**config.mk**
```make
export PLATFORM = sky130hd
export DESIGN_NAME = operand_stage_flat
export DESIGN_NICKNAME = d
export VERILOG_FILES = /design/src/rtl/operand_stage_if.sv /design/src/rtl/operand_stage.sv /design/src/flat_wrapper.sv
export SDC_FILE = /design/constraint.sdc
export NUM_CORES = 1
export LEC_CHECK = 0
export ABC_AREA = 1
export BUFFER_PORTS_ARGS = -buffer_cell sky130_fd_sc_hd__buf_2
export CORE_AREA = 2 2 250 252
export DETAILED_ROUTE_END_ITERATION = 6
export DIE_AREA = 0 0 252 254
export PLACE_DENSITY = 0.45
export SETUP_SLACK_MARGIN = 0.1
export SLEW_MARGIN = 25
export SYNTH_ARGS = -nofsm -noshare
export SYNTH_HDL_FRONTEND = slang
export SYNTH_SLANG_ARGS = --single-unit
export TNS_END_PERCENT = 30
```
**constraint.sdc**
```tcl
create_clock -name clk -period 6.77 [get_ports clk]
set_clock_uncertainty 0.1 [all_clocks]
set_input_delay 0.677 -clock clk [delete_from_list [all_inputs] [get_ports clk]]
set_output_delay 0.677 -clock clk [all_outputs]
set_load 0.02 [all_outputs]
```
**src/rtl/operand_stage_if.sv**
```systemverilog
// ----------------------------------------------------------------------------
// operand_stage_if
// ID/EX pipeline-register bus between the operand stage and the execute stage.
//   valid    : ID/EX register holds an instruction
//   ready    : EX accepts the held instruction this cycle
//   pc       : instruction PC
//   rs1_val  : resolved first operand
//   rs2_val  : resolved second operand
//   rd       : destination index
//   rd_wen   : instruction writes rd
//   is_load  : instruction is a load
// master = operand stage (producer), slave = execute stage (consumer).
// ----------------------------------------------------------------------------
interface operand_stage_if #(
    parameter int XLEN = 64
);
    logic            valid;
    logic            ready;
    logic [XLEN-1:0] pc;
    logic [XLEN-1:0] rs1_val;
    logic [XLEN-1:0] rs2_val;
    logic [4:0]      rd;
    logic            rd_wen;
    logic            is_load;

    modport master (
        output valid, pc, rs1_val, rs2_val, rd, rd_wen, is_load,
        input  ready
    );

    modport slave (
        input  valid, pc, rs1_val, rs2_val, rd, rd_wen, is_load,
        output ready
    );
endinterface

```
**src/rtl/operand_stage.sv**
```systemverilog
// ----------------------------------------------------------------------------
// operand_stage
// Decode-to-execute boundary of the RV64 pipeline. Drives the regfile read
// indices, forwards results from EX/MEM/WB over stale regfile data, stalls on
// load-use hazards and captures resolved operands into the ID/EX register
// behind a valid/ready handshake. flush kills the register for branch redirect.
// Ports:
//   clk, rst                  : clock, asynchronous active-high reset
//   in_*                      : decoded instruction from ID with in_ready
//   index_rs1/2, gpr_data_rs1/2 : combinational regfile read port
//   ex_*, mem_*, wb_*         : bypass sources (EX beats MEM beats WB)
//   flush                     : kill ID/EX contents, refuse capture
//   id_ex                     : ID/EX register bus to EX (master side)
// ----------------------------------------------------------------------------
module operand_stage #(
    parameter int XLEN = 64
) (
    input  logic            clk,
    input  logic            rst,
    input  logic            in_valid,
    output logic            in_ready,
    input  logic [XLEN-1:0] in_pc,
    input  logic [4:0]      in_rs1,
    input  logic [4:0]      in_rs2,
    input  logic            in_uses_rs1,
    input  logic            in_uses_rs2,
    input  logic [4:0]      in_rd,
    input  logic            in_rd_wen,
    input  logic            in_is_load,
    output logic [4:0]      index_rs1,
    output logic [4:0]      index_rs2,
    input  logic [XLEN-1:0] gpr_data_rs1,
    input  logic [XLEN-1:0] gpr_data_rs2,
    input  logic            ex_valid,
    input  logic            ex_rd_wen,
    input  logic            ex_is_load,
    input  logic [4:0]      ex_rd,
    input  logic [XLEN-1:0] ex_result,
    input  logic            mem_valid,
    input  logic            mem_rd_wen,
    input  logic [4:0]      mem_rd,
    input  logic [XLEN-1:0] mem_result,
    input  logic            wb_wen,
    input  logic [4:0]      wb_rd,
    input  logic [XLEN-1:0] wb_data,
    input  logic            flush,
    operand_stage_if.master id_ex
);

    logic [XLEN-1:0] rs1_val_s;
    logic [XLEN-1:0] rs2_val_s;
    logic            stall_s;
    logic            capture_s;

    logic            valid_r;
    logic [XLEN-1:0] pc_r;
    logic [XLEN-1:0] rs1_val_r;
    logic [XLEN-1:0] rs2_val_r;
    logic [4:0]      rd_r;
    logic            rd_wen_r;
    logic            is_load_r;

    // Youngest producer wins. The WB write lands in the regfile only on the
    // next edge, so the regfile read data is stale for wb_rd this cycle.
    function automatic logic [XLEN-1:0] resolve(input logic [4:0]      src,
                                                input logic [XLEN-1:0] gpr_val);
        logic [XLEN-1:0] val;
        if (src == 5'd0) begin
            val = {XLEN{1'b0}};
        end else if (ex_valid && ex_rd_wen && (ex_rd == src)) begin
            val = ex_result;
        end else if (mem_valid && mem_rd_wen && (mem_rd == src)) begin
            val = mem_result;
        end else if (wb_wen && (wb_rd == src)) begin
            val = wb_data;
        end else begin
            val = gpr_val;
        end
        return val;
    endfunction

    assign index_rs1 = in_rs1;
    assign index_rs2 = in_rs2;

    // Operand bypass, load-use detection and ID handshake.
    always_comb begin
        rs1_val_s = resolve(in_rs1, gpr_data_rs1);
        rs2_val_s = resolve(in_rs2, gpr_data_rs2);
        // A load in EX has no data yet; x0 writes are never hazards.
        if (ex_valid && ex_is_load && ex_rd_wen && (ex_rd != 5'd0)) begin
            stall_s = (in_uses_rs1 && (in_rs1 == ex_rd)) ||
                      (in_uses_rs2 && (in_rs2 == ex_rd));
        end else begin
            stall_s = 1'b0;
        end
        in_ready  = !flush && !stall_s && (!valid_r || id_ex.ready);
        capture_s = in_valid && in_ready;
    end

    // ID/EX pipeline register; flush has priority (in_ready is already low).
    always_ff @(posedge clk or posedge rst) begin
        if (rst) begin
            valid_r   <= 1'b0;
            pc_r      <= {XLEN{1'b0}};
            rs1_val_r <= {XLEN{1'b0}};
            rs2_val_r <= {XLEN{1'b0}};
            rd_r      <= 5'd0;
            rd_wen_r  <= 1'b0;
            is_load_r <= 1'b0;
        end else if (flush) begin
            valid_r <= 1'b0;
        end else if (capture_s) begin
            valid_r   <= 1'b1;
            pc_r      <= in_pc;
            rs1_val_r <= rs1_val_s;
            rs2_val_r <= rs2_val_s;
            rd_r      <= in_rd;
            rd_wen_r  <= in_rd_wen;
            is_load_r <= in_is_load;
        end else if (!valid_r || id_ex.ready) begin
            // Bubble: consumed or empty with nothing new (covers stall).
            valid_r <= 1'b0;
        end else begin
            // Backpressure: hold everything.
            valid_r <= valid_r;
        end
    end

    assign id_ex.valid   = valid_r;
    assign id_ex.pc      = pc_r;
    assign id_ex.rs1_val = rs1_val_r;
    assign id_ex.rs2_val = rs2_val_r;
    assign id_ex.rd      = rd_r;
    assign id_ex.rd_wen  = rd_wen_r;
    assign id_ex.is_load = is_load_r;

endmodule

```
**src/flat_wrapper.sv**
```systemverilog
// flat-port wrapper written by rule: the top's interface ports become plain ports
module operand_stage_flat 
#(
    parameter int XLEN = 64
)
  (clk, rst, in_valid, in_ready, in_pc, in_rs1, in_rs2, in_uses_rs1, in_uses_rs2, in_rd, in_rd_wen, in_is_load, index_rs1, index_rs2, gpr_data_rs1, gpr_data_rs2, ex_valid, ex_rd_wen, ex_is_load, ex_rd, ex_result, mem_valid, mem_rd_wen, mem_rd, mem_result, wb_wen, wb_rd, wb_data, flush, id_ex_valid, id_ex_pc, id_ex_rs1_val, id_ex_rs2_val, id_ex_rd, id_ex_rd_wen, id_ex_is_load, id_ex_ready);
  operand_stage_if #(.XLEN(XLEN)) id_ex_i ();
  input  logic clk;
  input  logic rst;
  input  logic in_valid;
  output logic in_ready;
  input  logic [XLEN-1:0] in_pc;
  input  logic [4:0] in_rs1;
  input  logic [4:0] in_rs2;
  input  logic in_uses_rs1;
  input  logic in_uses_rs2;
  input  logic [4:0] in_rd;
  input  logic in_rd_wen;
  input  logic in_is_load;
  output logic [4:0] index_rs1;
  output logic [4:0] index_rs2;
  input  logic [XLEN-1:0] gpr_data_rs1;
  input  logic [XLEN-1:0] gpr_data_rs2;
  input  logic ex_valid;
  input  logic ex_rd_wen;
  input  logic ex_is_load;
  input  logic [4:0] ex_rd;
  input  logic [XLEN-1:0] ex_result;
  input  logic mem_valid;
  input  logic mem_rd_wen;
  input  logic [4:0] mem_rd;
  input  logic [XLEN-1:0] mem_result;
  input  logic wb_wen;
  input  logic [4:0] wb_rd;
  input  logic [XLEN-1:0] wb_data;
  input  logic flush;
  output wire logic [$bits(id_ex_i.valid)-1:0] id_ex_valid;
  output wire logic [$bits(id_ex_i.pc)-1:0] id_ex_pc;
  output wire logic [$bits(id_ex_i.rs1_val)-1:0] id_ex_rs1_val;
  output wire logic [$bits(id_ex_i.rs2_val)-1:0] id_ex_rs2_val;
  output wire logic [$bits(id_ex_i.rd)-1:0] id_ex_rd;
  output wire logic [$bits(id_ex_i.rd_wen)-1:0] id_ex_rd_wen;
  output wire logic [$bits(id_ex_i.is_load)-1:0] id_ex_is_load;
  input wire logic [$bits(id_ex_i.ready)-1:0] id_ex_ready;
  assign id_ex_valid = id_ex_i.valid;
  assign id_ex_pc = id_ex_i.pc;
  assign id_ex_rs1_val = id_ex_i.rs1_val;
  assign id_ex_rs2_val = id_ex_i.rs2_val;
  assign id_ex_rd = id_ex_i.rd;
  assign id_ex_rd_wen = id_ex_i.rd_wen;
  assign id_ex_is_load = id_ex_i.is_load;
  assign id_ex_i.ready = id_ex_ready;
  operand_stage #(.XLEN(XLEN)) u_core (.clk(clk), .rst(rst), .in_valid(in_valid), .in_ready(in_ready), .in_pc(in_pc), .in_rs1(in_rs1), .in_rs2(in_rs2), .in_uses_rs1(in_uses_rs1), .in_uses_rs2(in_uses_rs2), .in_rd(in_rd), .in_rd_wen(in_rd_wen), .in_is_load(in_is_load), .index_rs1(index_rs1), .index_rs2(index_rs2), .gpr_data_rs1(gpr_data_rs1), .gpr_data_rs2(gpr_data_rs2), .ex_valid(ex_valid), .ex_rd_wen(ex_rd_wen), .ex_is_load(ex_is_load), .ex_rd(ex_rd), .ex_result(ex_result), .mem_valid(mem_valid), .mem_rd_wen(mem_rd_wen), .mem_rd(mem_rd), .mem_result(mem_result), .wb_wen(wb_wen), .wb_rd(wb_rd), .wb_data(wb_data), .flush(flush), .id_ex(id_ex_i));
endmodule
```
-- Yosys cells after proc, flatten, opt, wreduce, memory -nomap -nowiden
Index checks and enable logic that the tools add are counted.
- equality and inequality tests: 8
- mux-type cells: 12
- bitwise operators: 1
- reductions and logical operators: 26
- operators by type and width (kind ; count):
    $mux W64 ; 8
    $eq A5 B5 Y1 ; 8
    $logic_and A1 B1 Y1 ; 16
    $logic_not A5 Y1 ; 2
    $reduce_bool A5 Y1 ; 1
    $mux W1 ; 4
    $logic_not A1 Y1 ; 3
    $reduce_bool A3 Y1 ; 1
    $logic_or A1 B1 Y1 ; 2
    $reduce_and A2 Y1 ; 1
    $not A1 Y1 ; 1
- register bits after elaboration: 200
- bits of input ports: 429
- output and inout bits: 211
- word-level logic and storage cells: 54

-- Longest topological paths before layout
Gate-level depths: netlist (run 1).
- depth after elaboration: 10
- depth in mapped cells: 12
- mapped depth without buffers: 11

-- Least setup slack after synthesis (run 1)
Ideal clock, no wire load.
- path kind: input to output
- from: in in_rs1[1]
- to: out in_ready
- arrival time: 1.568 ns
- path slack: 4.425 ns
- stages: 9
- buffers on the path: 2
- cell sequence: inv_1 nand2_1 nand2_1 nor2_1 nand4_1 nand2_1 a21boi_0 buf_2 buf_2
- word-level cells in the longest chain between the ends: 7
- ends and longest elaborated chain (element ; RTL line ; source):
    start: declaration ; flat_wrapper.sv:13 ; input logic [4:0] in_rs1;
    $eq A5 B5 Y1 ; operand_stage.sv:91 ; stall_s = (in_uses_rs1 && (in_rs1 == ex_rd)) ||
    $logic_and A1 B1 Y1 ; operand_stage.sv:91 ;
    $logic_or A1 B1 Y1 ; operand_stage.sv:91 ;
    $mux W1 ; operand_stage.sv:90 ; if (ex_valid && ex_is_load && ex_rd_wen && (ex_rd != 5'd0)) begin
    $logic_not A1 Y1 ; operand_stage.sv:96 ; in_ready = !flush && !stall_s && (!valid_r || id_ex.ready);
    $logic_and A1 B1 Y1 (2 in a row) ; operand_stage.sv:96 ;
    end: declaration ; flat_wrapper.sv:11 ; output logic in_ready;
Every way passes these cells.

-- Worst setup path after layout (run 1)
- from: in in_rs1[4]
- to: reg u_core.rs1_val_r[60], in the netlist u_core.id_ex.rs1_val[60]
- word-level cells in the longest chain between the ends: 9
- elaborated cells on any way between the ends: 20
- those cells by class: eq/ne (4); mux (5); reduce/logical (11)
- ends and longest elaborated chain (element ; RTL line ; source):
    $eq A5 B5 Y1 ; operand_stage.sv:70, operand_stage.sv:91 ;
    $logic_and A1 B1 Y1 ; operand_stage.sv:91 ;
    $logic_or A1 B1 Y1 ; operand_stage.sv:91 ;
    $mux W1 ; operand_stage.sv:90 ;
    $logic_not A1 Y1 ; operand_stage.sv:96 ;
    $logic_and A1 B1 Y1 (2 in a row) ; operand_stage.sv:96 ;
    $logic_and A1 B1 Y1 ; operand_stage.sv:97 ; capture_s = in_valid && in_ready;
    $reduce_and A2 Y1 (no source line) ; -- ;
    end signal: assignment ; operand_stage.sv:105 ; rs1_val_r <= {XLEN{1'b0}};
    end signal: assignment ; operand_stage.sv:115 ; rs1_val_r <= rs1_val_s;
    end: declaration ; operand_stage.sv:57 ; logic [XLEN-1:0] rs1_val_r;
Parallel ways exist; a longest one is shown, timed or not.
A chain may end at the register's enable or synchronous reset.

==> results of run 1 <==
worst paths after layout:
path | from | endpoint | slack, ns | depth (start not counted)
min | rst | u_core.id_ex.pc[41] | 0.11 | 2
min in group clk | flush | u_core.id_ex.valid | 0.27 | 2
min reg2reg | u_core.id_ex.rs1_val[14] | u_core.id_ex.rs1_val[14] | 0.38 | 2
max | in_rs1[4] | u_core.id_ex.rs1_val[60] | 3.38 | 12
max reg2reg | u_core.id_ex.valid | u_core.id_ex.rs1_val[53] | 3.84 | 7
max in group asynchronous | rst | u_core.id_ex.rd[1] | 5.09 | 3
through the flow:
stage	power, mW	instances	area [um2]
2_1_floorplan	2.24	2072	13500
3_3_place_gp	2.82	3345	16900
3_5_place_dp	2.83	3347	17000
4_1_cts	4.01	3379	17600
5_1_grt	4.17	3384	17700
6_report	3.96	3390	17700
cell families (layout without fill, tap and decap cells):
logic type,count (synthesis),count (layout),synth area share
simple gates,1583,1583,0.512
flops,200,200,0.370
xor+xnor,7,7,0.00453
other cells,0,9,0
buf+inv,273,792,0.110
compound gates,9,9,0.00370
state kept, by name, indices dropped and copies added, names as in the netlist:
| register | flops |
|---|---|
| u_core.id_ex.is_load | 1 |
| u_core.id_ex.pc | 64 |
| u_core.id_ex.rd | 5 |
| u_core.id_ex.rd_wen | 1 |
| u_core.id_ex.rs1_val | 64 |
| u_core.id_ex.rs2_val | 64 |
| u_core.id_ex.valid | 1 |
synthesized netlist by cell type:
library cell	count	area, um2
xnor2_1	4	35.0
nor2_4	2	22.5
a21boi_0	1	7.51
o21ai_0	2	10.0
dfrtp_1	200	5000
and2_1	1	6.26
nand4_1	131	820
buf_4	44	330
nor3_2	5	50.1
nand2_1	958	3600
nor3_1	3	15.0
nand3_4	1	17.5
nor2_1	17	63.8
nand3_1	462	2310
inv_1	86	323
clkbuf_1	1	3.75
buf_2	102	510
a21oi_1	4	20.0
inv_2	7	26.3
nand3_2	2	20.0
buf_1	11	41.3
xor2_1	3	26.3
buf_6	22	248
o22ai_1	2	12.5
nand2_2	1	6.26
layer usage:
metal	GRT usage	vias up	share of wire
met5	0	-	0.0013
met4	0.0930	14	0.032
met3	0.0580	178	0.094
met2	0.366	1014	0.47
met1	0.279	7975	0.40
li1	-	7766	-
worst register-to-register path, cell delays in order, from the launching register on:
cell and delay, ns:
dfrtp_1 0.40, a21oi_1 0.32, nand3_4 0.41, buf_4 0.43, nor2_4 0.11, buf_4 0.72
nand2_1 0.27, nand2_1 0.11
report_power, final:
part / internal [mW] / total, mW / switching (mW)
registers: 1.39 / 1.50 / 0.113
logic: 0.401 / 1.30 / 0.902
clock network: 0.522 / 1.15 / 0.628
total: 2.31 / 3.96 / 1.64
area by class of cell:
type,instances,area (um2)
diodes,9,22.5
clock buffers,17,425
clock inverters,15,224
fillers,6988,43600
inverters,93,357
multi-input cells,1599,7170
flip-flops and latches,200,5000
well taps,790,988
repair buffers,667,3490
==> run_results.csv, run 1 <==
group,metric,value,unit
status,status,"finished clean",
synthesis,ys_warn_count,0,
placement,place_ws,2.71,ns
clock_network,cts_hold_buffers,0,
final_layout,layout-drive-gt1-share,0.281,
timing,hold_viol_final,0,
worst_setup_path,path_cells,"buf_2, inv_1, o22ai_1, nor2_4, buf_4, nand3_4, buf_12, nand3_1, nand3_1, nand2_1, nand2_1, nand2_1",
floorplanning,dieHeight,254,um
timing,finalSetupViolCount,0,
final_layout,layout_commonest_cell,"nand2_1",
worst_setup_path,crit_buf_inv,4,
synthesis,syn_nets,2501,
synthesis,yosysSeqAreaShare,0.370,
global_routing,track_usage,0.224,
clock_network,clock_sinks,200,
final_layout,fin_nets,3007,
worst_setup_path,cp.arrival,3.72,ns
final_layout,mostFrequentLayoutCells,"nand2_1, buf_2, nand3_1, dfrtp_1, nand4_1",
global_routing,grt_pass1_wl,108000,um
placement,dp_hpwl,49100,um
worst_setup_path,worstPathMaxFanout,65,
worst_setup_path,critPathRequiredTime,7.10,ns
worst_setup_path,worstSetupPathType,"in2reg",
global_routing,antenna_found_initial,15,
clock_network,cts_buffers,17,
clock_network,cts_setup_buffers,0,
floorplanning,dieArea,64000,um2
timing,relSlewSlack,0.243,
synthesis,syn_avg_cell_area,6.53,um2
placement,place.gp.congestion,0.906,
detailed_routing,ant_nets,0,
clock_network,clockBufferDepth,2,
synthesis,ys_ff_latch,200,
detailed_routing,vias,16900,
synthesis,synthCells,2072,
final_layout,syn2layout_area_growth,30.7,%
worst_setup_path,cpMostUsedCell,"nand2_1",
clock_network,clk_latency,0.50,ns
run,max_cap_viol_count,0,
clock_network,htreeDepth,4,
floorplanning,num_rows,91,
floorplanning,io_pins,640,
pwr,vdd_drop_max,0.188,mV
floorplanning,core_area,61300,um2
clock_network,cts_tree,"built",
timing,tns,0,ns
timing,finalWorstSetupSlack,3.38,ns
clock_network,ctsResizeCount,0,
pwr,leakagePower,10.1,nW
placement,io_buffers,639,
worst_setup_path,cp-end-kind,"register",
detailed_routing,drt-initial-drc-count,1574,
detailed_routing,wl_per_cell,21.7,um
final_layout,final_core_util,0.289,
detailed_routing,via_per_inst,5.00,
clock_network,cts_root_buf,"clkbuf_16",
timing,drv_slew,0,
floorplanning,fp.dieW,252,um
pwr,powerDensity,224,nW/um2
global_routing,grt_max_degree,115,
synthesis,yosysUniqueCellTypes,25,
floorplanning,start_util,0.221,
detailed_routing,wirelength,73400,um
worst_setup_path,start_kind,"input pin",
global_routing,first_global_vias,17000,
detailed_routing,firstDrtPassIters,6,
worst_setup_path,critPathTopFamily,"buffers and inverters",
worst_setup_path,cp_slowest_cell,"buf_4",
synthesis,netlist_area,13500,um2
timing,fin_hold_ws,0.114,ns
min_path,hold_class,"in2async",
timing,fmax,0.295,GHz
timing,finalCritPeriodShare,0.501,
timing,tightest_slew,1.14,ns
global_routing,grt_overflow,0,
timing,rsz0062_at_grt,"no",
clock_network,clkTransAtPathRegs,0.09,ns
detailed_routing,route.detailed.drc,0,
worst_setup_path,slowest_delay,0.78,ns
timing,final.min_clock_period,3.39,ns
Note: power is estimated with default switching activity, not from simulation.
==> run 2, diff against run 1 <==
- CORE_AREA: 2 2 250 252 -> 2 2 249 251
- DIE_AREA: 0 0 252 254 -> 0 0 251 253
- PLACE_DENSITY: 0.45 -> 0.47
- clock period: 6.77 -> 2.8 ns (I/O delays scaled with it)
==> run 2 against run 1 <==
Clock power grew to 2.5 times the previous value; clock-buffer cell count is the same; core utilization rose by 2.7 points; final area rose by 9.0%; cell count grew 4.7%.
==> run_results.csv, run 2 (synthesis gave the netlist of run 1 again) <==
group,metric,value,unit
floorplanning,core_area,61000,um2
pwr,p_clk_frac,0.293,
worst_setup_path,crit_buf_inv,3,
clock_network,htreeDepth,4,
placement,place_ws,0.360,ns
worst_setup_path,critPathRequiredTime,2.42,ns
timing,hold_viol_final,0,
pwr,power_switching,4.08,mW
floorplanning,dieArea,63500,um2
clock_network,cts_buffers,17,
global_routing,first_global_vias,17600,
run,max_cap_viol_count,0,
floorplanning,io_pins,640,
worst_setup_path,cp.arrival,2.08,ns
worst_setup_path,cpMostUsedCell,"buf_2",
clock_network,clkTransAtPathRegs,0.09,ns
placement,place.gp.congestion,0.900,
global_routing,grt_overflow,0,
detailed_routing,wirelength,74300,um
timing,drv_slew,0,
pwr,p_int,5.76,mW
final_layout,syn2layout_area_growth,42.4,%
worst_setup_path,start_kind,"input pin",
clock_network,cts_tree,"built",
status,status,"finished clean",
pwr,switching_share,0.415,
floorplanning,num_rows,91,
floorplanning,dieHeight,253,um
worst_setup_path,path_cells,"dlygate4sd3_1, buf_2, a21oi_1, a21boi_4, buf_2",
global_routing,grt_pass1_wl,110000,um
timing,finalCritPeriodShare,0.880,
worst_setup_path,cp_slowest_cell,"a21boi_4",
worst_setup_path,worstPathMaxFanout,15,
timing,final.min_clock_period,2.46,ns
floorplanning,start_util,0.222,
final_layout,fin_nets,3162,
timing,finalSetupViolCount,0,
detailed_routing,via_per_inst,4.93,
pwr,vdd_drop_max,0.441,mV
detailed_routing,route.detailed.drc,0,
final_layout,layout_commonest_cell,"nand2_1",
detailed_routing,drt-initial-drc-count,1365,
placement,io_buffers,639,
worst_setup_path,worstSetupPathType,"in2out",
timing,relSlewSlack,0.494,
global_routing,track_usage,0.229,
worst_setup_path,slowest_delay,0.58,ns
detailed_routing,firstDrtPassIters,6,
pwr,p_seq_frac,0.369,
pwr,combPwrFrac,0.339,
clock_network,clk_latency,0.49,ns
detailed_routing,ant_nets,0,
detailed_routing,vias,17500,
clock_network,clockBufferDepth,2,
min_path,hold_class,"in2reg",
detailed_routing,wl_per_cell,20.9,um
pwr,powerDensity,511,nW/um2
timing,fmax,0.406,GHz
final_layout,mostFrequentLayoutCells,"nand2_1, buf_2, nand3_1, dfrtp_1, dlygate4sd3_1",
worst_setup_path,critPathTopFamily,"buffers and inverters",
floorplanning,fp.dieW,251,um
timing,finalWorstSetupSlack,0.336,ns
timing,tightest_slew,0.760,ns
final_layout,final_core_util,0.316,
final_layout,layout-drive-gt1-share,0.272,
global_routing,antenna_found_initial,19,
timing,rsz0062_at_grt,"no",
placement,dp_hpwl,51500,um
global_routing,grt_max_degree,103,
clock_network,cts_root_buf,"clkbuf_16",
pwr,leakagePower,10.8,nW
clock_network,clock_sinks,200,
worst_setup_path,cp-end-kind,"output port",
==> run 2: cell type report <==
type	count	area (um2)
clock inverter	15	231
inverter	93	353
sequential	200	5000
tap	790	988
clock buffer	17	425
antenna	14	35.0
multi-input combinational	1599	7160
fill	6825	41800
timing repair buffer	822	5070
==> run 2: final timing paths <==
path                                           from                       end  slack, ns  cells past startpoint
hold / removal                         ex_result[0]   u_core.id_ex.rs2_val[0]       0.04                      5
setup / recovery                              flush                  in_ready       0.34                      5
min in group asynchronous                       rst  u_core.id_ex.rs2_val[36]       0.29                      4
max in group asynchronous                       rst  u_core.id_ex.rs1_val[24]       1.68                      5
setup reg to reg                 u_core.id_ex.valid       u_core.id_ex.pc[42]       0.79                      5
hold reg to reg            u_core.id_ex.rs2_val[14]  u_core.id_ex.rs2_val[14]       0.38                      2
==> run 2: power groups by stage <==
stage          combinational [mW]  clock (mW)  sequential, mW
5_1_grt                      3.61        3.07            3.69
4_1_cts                      3.34        2.97            3.63
6_report                     3.33        2.88            3.63
3_3_place_gp                 3.17           0            3.68
3_5_place_dp                 3.18           0            3.68
2_1_floorplan                1.16           0            4.25
==> run 2: tightest hold or removal path, cell delays in order <==
cell and delay, ns:
buf_2 0.11, nand2_1 0.05, nand2_1 0.05, nand2_1 0.06
nand2_1 0.05
==> run 2: routing by layer <==
metal	share of wire	vias up	GRT usage
met5	0.00083	-	0
met3	0.080	163	0.0494
met2	0.48	1000	0.385
li1	-	8077	-
met4	0.034	10	0.0942
met1	0.41	8258	0.284
==> run 2: what timing repair did <==
action,in CTS,in global routing
buffers inserted,0,0
gates resized for setup,0,0
hold buffers,134,0
hold endpoints to repair,303,0
==> run 2: through the flow <==
step                      setup TNS, ns  instance area, um2  cells  power [mW]  hold slack, ns
after floorplan                  -33.67               13500   2072        5.41           0.287
after global placement                0               17200   3370        6.85           0.271
after detailed placement              0               17200   3370        6.86           0.270
after CTS                             0               19200   3536        9.95         0.00271
after global routing                  0               19300   3547        10.4          0.0305
final                                 0               19300   3550        9.84          0.0407
==> run 3, diff against run 2 <==
- ABC_AREA: 1 -> not set
- CORE_AREA: 2 2 249 251 -> 2 2 246 248
- DIE_AREA: 0 0 251 253 -> 0 0 248 250
- PLACE_DENSITY: 0.47 -> 0.45
==> run 3 against run 2 <==
Via count shrank 16%; critical path depth grew 3; area after synthesis shrank 12%; worst setup slack lost 0.050 ns; clock power shrank 8.7%; core utilization shrank 1.1 points; total power shrank 4.1%; first-iteration DRC count shrank 14%; routed wire length shrank 14%; sequential power is essentially flat; fmax shrank 2.0%; cell count shrank 18%.
==> run_results.csv, run 3 <==
group,metric,value,unit
clock_network,htreeDepth,4,
timing,finalWorstSetupSlack,0.286,ns
clock_network,clkTransAtPathRegs,0.09,ns
synthesis,yosys.area.top_type,"dfrtp_1",
synthesis,yosysMostFrequentCell,"o21ai_0",
floorplanning,start_util,0.200,
global_routing,grt_overflow,0,
final_layout,layout_commonest_cell,"buf_2",
detailed_routing,drt-initial-drc-count,1173,
worst_setup_path,cp.arrival,2.85,ns
timing,drv_slew,0,
placement,place_area,16000,um2
floorplanning,fp.dieW,248,um
placement,dp_cells,2704,
worst_setup_path,slowest_delay,0.55,ns
detailed_routing,ant_nets,0,
detailed_routing,firstDrtPassIters,5,
final_layout,layout-drive-gt1-share,0.374,
final_layout,final_cells,2897,
final_layout,final_core_util,0.305,
synthesis,synthCells,1402,
final_layout,n_fill_cell,6285,
timing,tightest_slew,0.881,ns
synthesis,synth_edf_count,0,
clock_network,cts_tree,"built",
floorplanning,num_rows,90,
clock_network,clockBufferDepth,2,
synthesis,yosys-top-cells-count,"o21ai_0, nand3_1, dfrtp_1",
floorplanning,dieHeight,250,um
global_routing,track_usage,0.196,
timing,final.min_clock_period,2.51,ns
worst_setup_path,crit_buf_inv,2,
floorplanning,core_area,59600,um2
placement,place_ws,0.370,ns
pwr,leakagePower,8.06,nW
timing,rsz0062_at_grt,"no",
detailed_routing,route.detailed.drc,0,
floorplanning,dieArea,62000,um2
status,status,"finished clean",
global_routing,antenna_found_initial,19,
final_layout,multiInputGateArea,6090,um2
final_layout,fin_nets,2527,
synthesis,ys_ff_latch,200,
timing,tns,0,ns
pwr,powerDensity,520,nW/um2
worst_setup_path,worstSetupPathType,"reg2reg",
timing,finalSetupViolCount,0,
global_routing,grt_max_degree,129,
timing,hold_viol_final,0,
timing,relSlewSlack,0.413,
detailed_routing,vias,14600,
detailed_routing,via_per_inst,5.05,
worst_setup_path,cp_slowest_cell,"dlygate4sd3_1",
clock_network,cts_buffers,17,
synthesis,synth_top_area_frac,0.421,
synthesis,ys.flop_type,"dfrtp_1",
synthesis,synth_async_sr_flop_share,1.00,
global_routing,grt_pass1_wl,91300,um
worst_setup_path,critPathTopFamily,"buffers and inverters",
final_layout,mostFrequentLayoutCells,"buf_2, o21ai_0, nand3_1, dfrtp_1, dlygate4sd3_1",
worst_setup_path,worstPathMaxFanout,35,
final_layout,seqCellArea,5000,um2
synthesis,netlist_area,11900,um2
clock_network,cts_setup_buffers,0,
clock_network,cts_root_buf,"clkbuf_16",
min_path,hold_class,"in2reg",
global_routing,first_global_vias,14700,
placement,io_buffers,639,
synthesis,syn_nets,1831,
worst_setup_path,start_kind,"register",
floorplanning,io_pins,640,
pwr,vdd_drop_max,0.403,mV
synthesis,yosysUniqueCellTypes,39,
final_layout,finalInstanceArea,18200,um2
final_layout,syn2layout_area_growth,52.8,%
worst_setup_path,cpMostUsedCell,"nand3_1",
synthesis,yosysSeqAreaShare,0.421,
timing,fin_hold_ws,0.0443,ns
synthesis,synth.area.top_cells,"dfrtp_1, o21ai_0, nand3_1, o211ai_1, mux2_2",
worst_setup_path,critPathRequiredTime,3.14,ns
synthesis,ys_warn_count,0,
worst_setup_path,cp-end-kind,"register",
detailed_routing,wl_per_cell,22.0,um
pwr,total_power,9.44,mW
timing,finalCritPeriodShare,0.898,
detailed_routing,wirelength,63600,um
clock_network,clk_latency,0.49,ns
worst_setup_path,path_cells,"nor2b_1, nor3b_1, o21ai_0, nor2_4, clkbuf_8, nand3_1, nand3_1, dlygate4sd3_1",
timing,fmax,0.398,GHz
placement,dp_hpwl,45800,um
clock_network,clock_sinks,200,
placement,place.gp.congestion,0.871,
synthesis,syn_avg_cell_area,8.49,um2
run,max_cap_viol_count,0,
[run 3: worst paths after layout]
kind / cells past startpoint / start / slack (ns) / to
max: 8 / u_core.id_ex.valid / 0.29 / u_core.id_ex.rs2_val[0]
min: 3 / mem_result[13] / 0.04 / u_core.id_ex.rs2_val[13]
max reg2reg: 8 / u_core.id_ex.valid / 0.29 / u_core.id_ex.rs2_val[0]
min reg2reg: 1 / u_core.id_ex.pc[2] / 0.39 / u_core.id_ex.pc[2]
max in group asynchronous: 4 / rst / 1.47 / u_core.id_ex.rs1_val[3]
min in group asynchronous: 3 / rst / 0.29 / u_core.id_ex.pc[63]
[run 3: cell type report]
| type | count | area share |
|---|---|---|
| well taps | 782 | 0.0538 |
| multi-input cells | 1007 | 0.335 |
| inverters | 35 | 0.00743 |
| clock buffers | 17 | 0.0234 |
| clock inverters | 15 | 0.00971 |
| flip-flops and latches | 200 | 0.275 |
| diodes | 4 | 0.000551 |
| repair buffers | 837 | 0.295 |
[run 3: cell families after synthesis]
logic type / after synthesis / share of synthesized area
XOR/XNOR: 28 / 0.0206
buffers and inverters: 195 / 0.0729
multiplexers: 71 / 0.0672
flip-flops: 200 / 0.421
AND/OR/NAND/NOR: 389 / 0.167
AO/OA/AOI/OAI: 519 / 0.251
[run 3: power by group]
group          internal [mW]  leakage (nW)  total (mW)  switching (mW)
sequential              3.38          2.44        3.65           0.266
combinational           1.24          5.32        3.16            1.92
clock                   1.21         0.292        2.63            1.42
[run 3: per-layer routing]
layer,vias to the layer above,GRT usage,wire length (um)
met1,7067,0.223,24100
met2,828,0.346,31400
met5,-,0,55
met3,124,0.0555,5840
li1,6597,-,-
met4,8,0.0737,2130
[run 3: worst register-to-register path, stage by stage (launching register included)]
cell           delay, ns
dfrtp_1             0.40
nor2b_1             0.17
nor3b_1             0.29
o21ai_0             0.24
nor2_4              0.15
clkbuf_8            0.32
nand3_1             0.13
nand3_1             0.11
dlygate4sd3_1       0.55
[run 3: repair_timing]
item,in CTS,in global routing
hold buffers,157,0
endpoints found under the setup margin,0,1
endpoints found under the hold margin,212,0
gates resized for setup,0,2
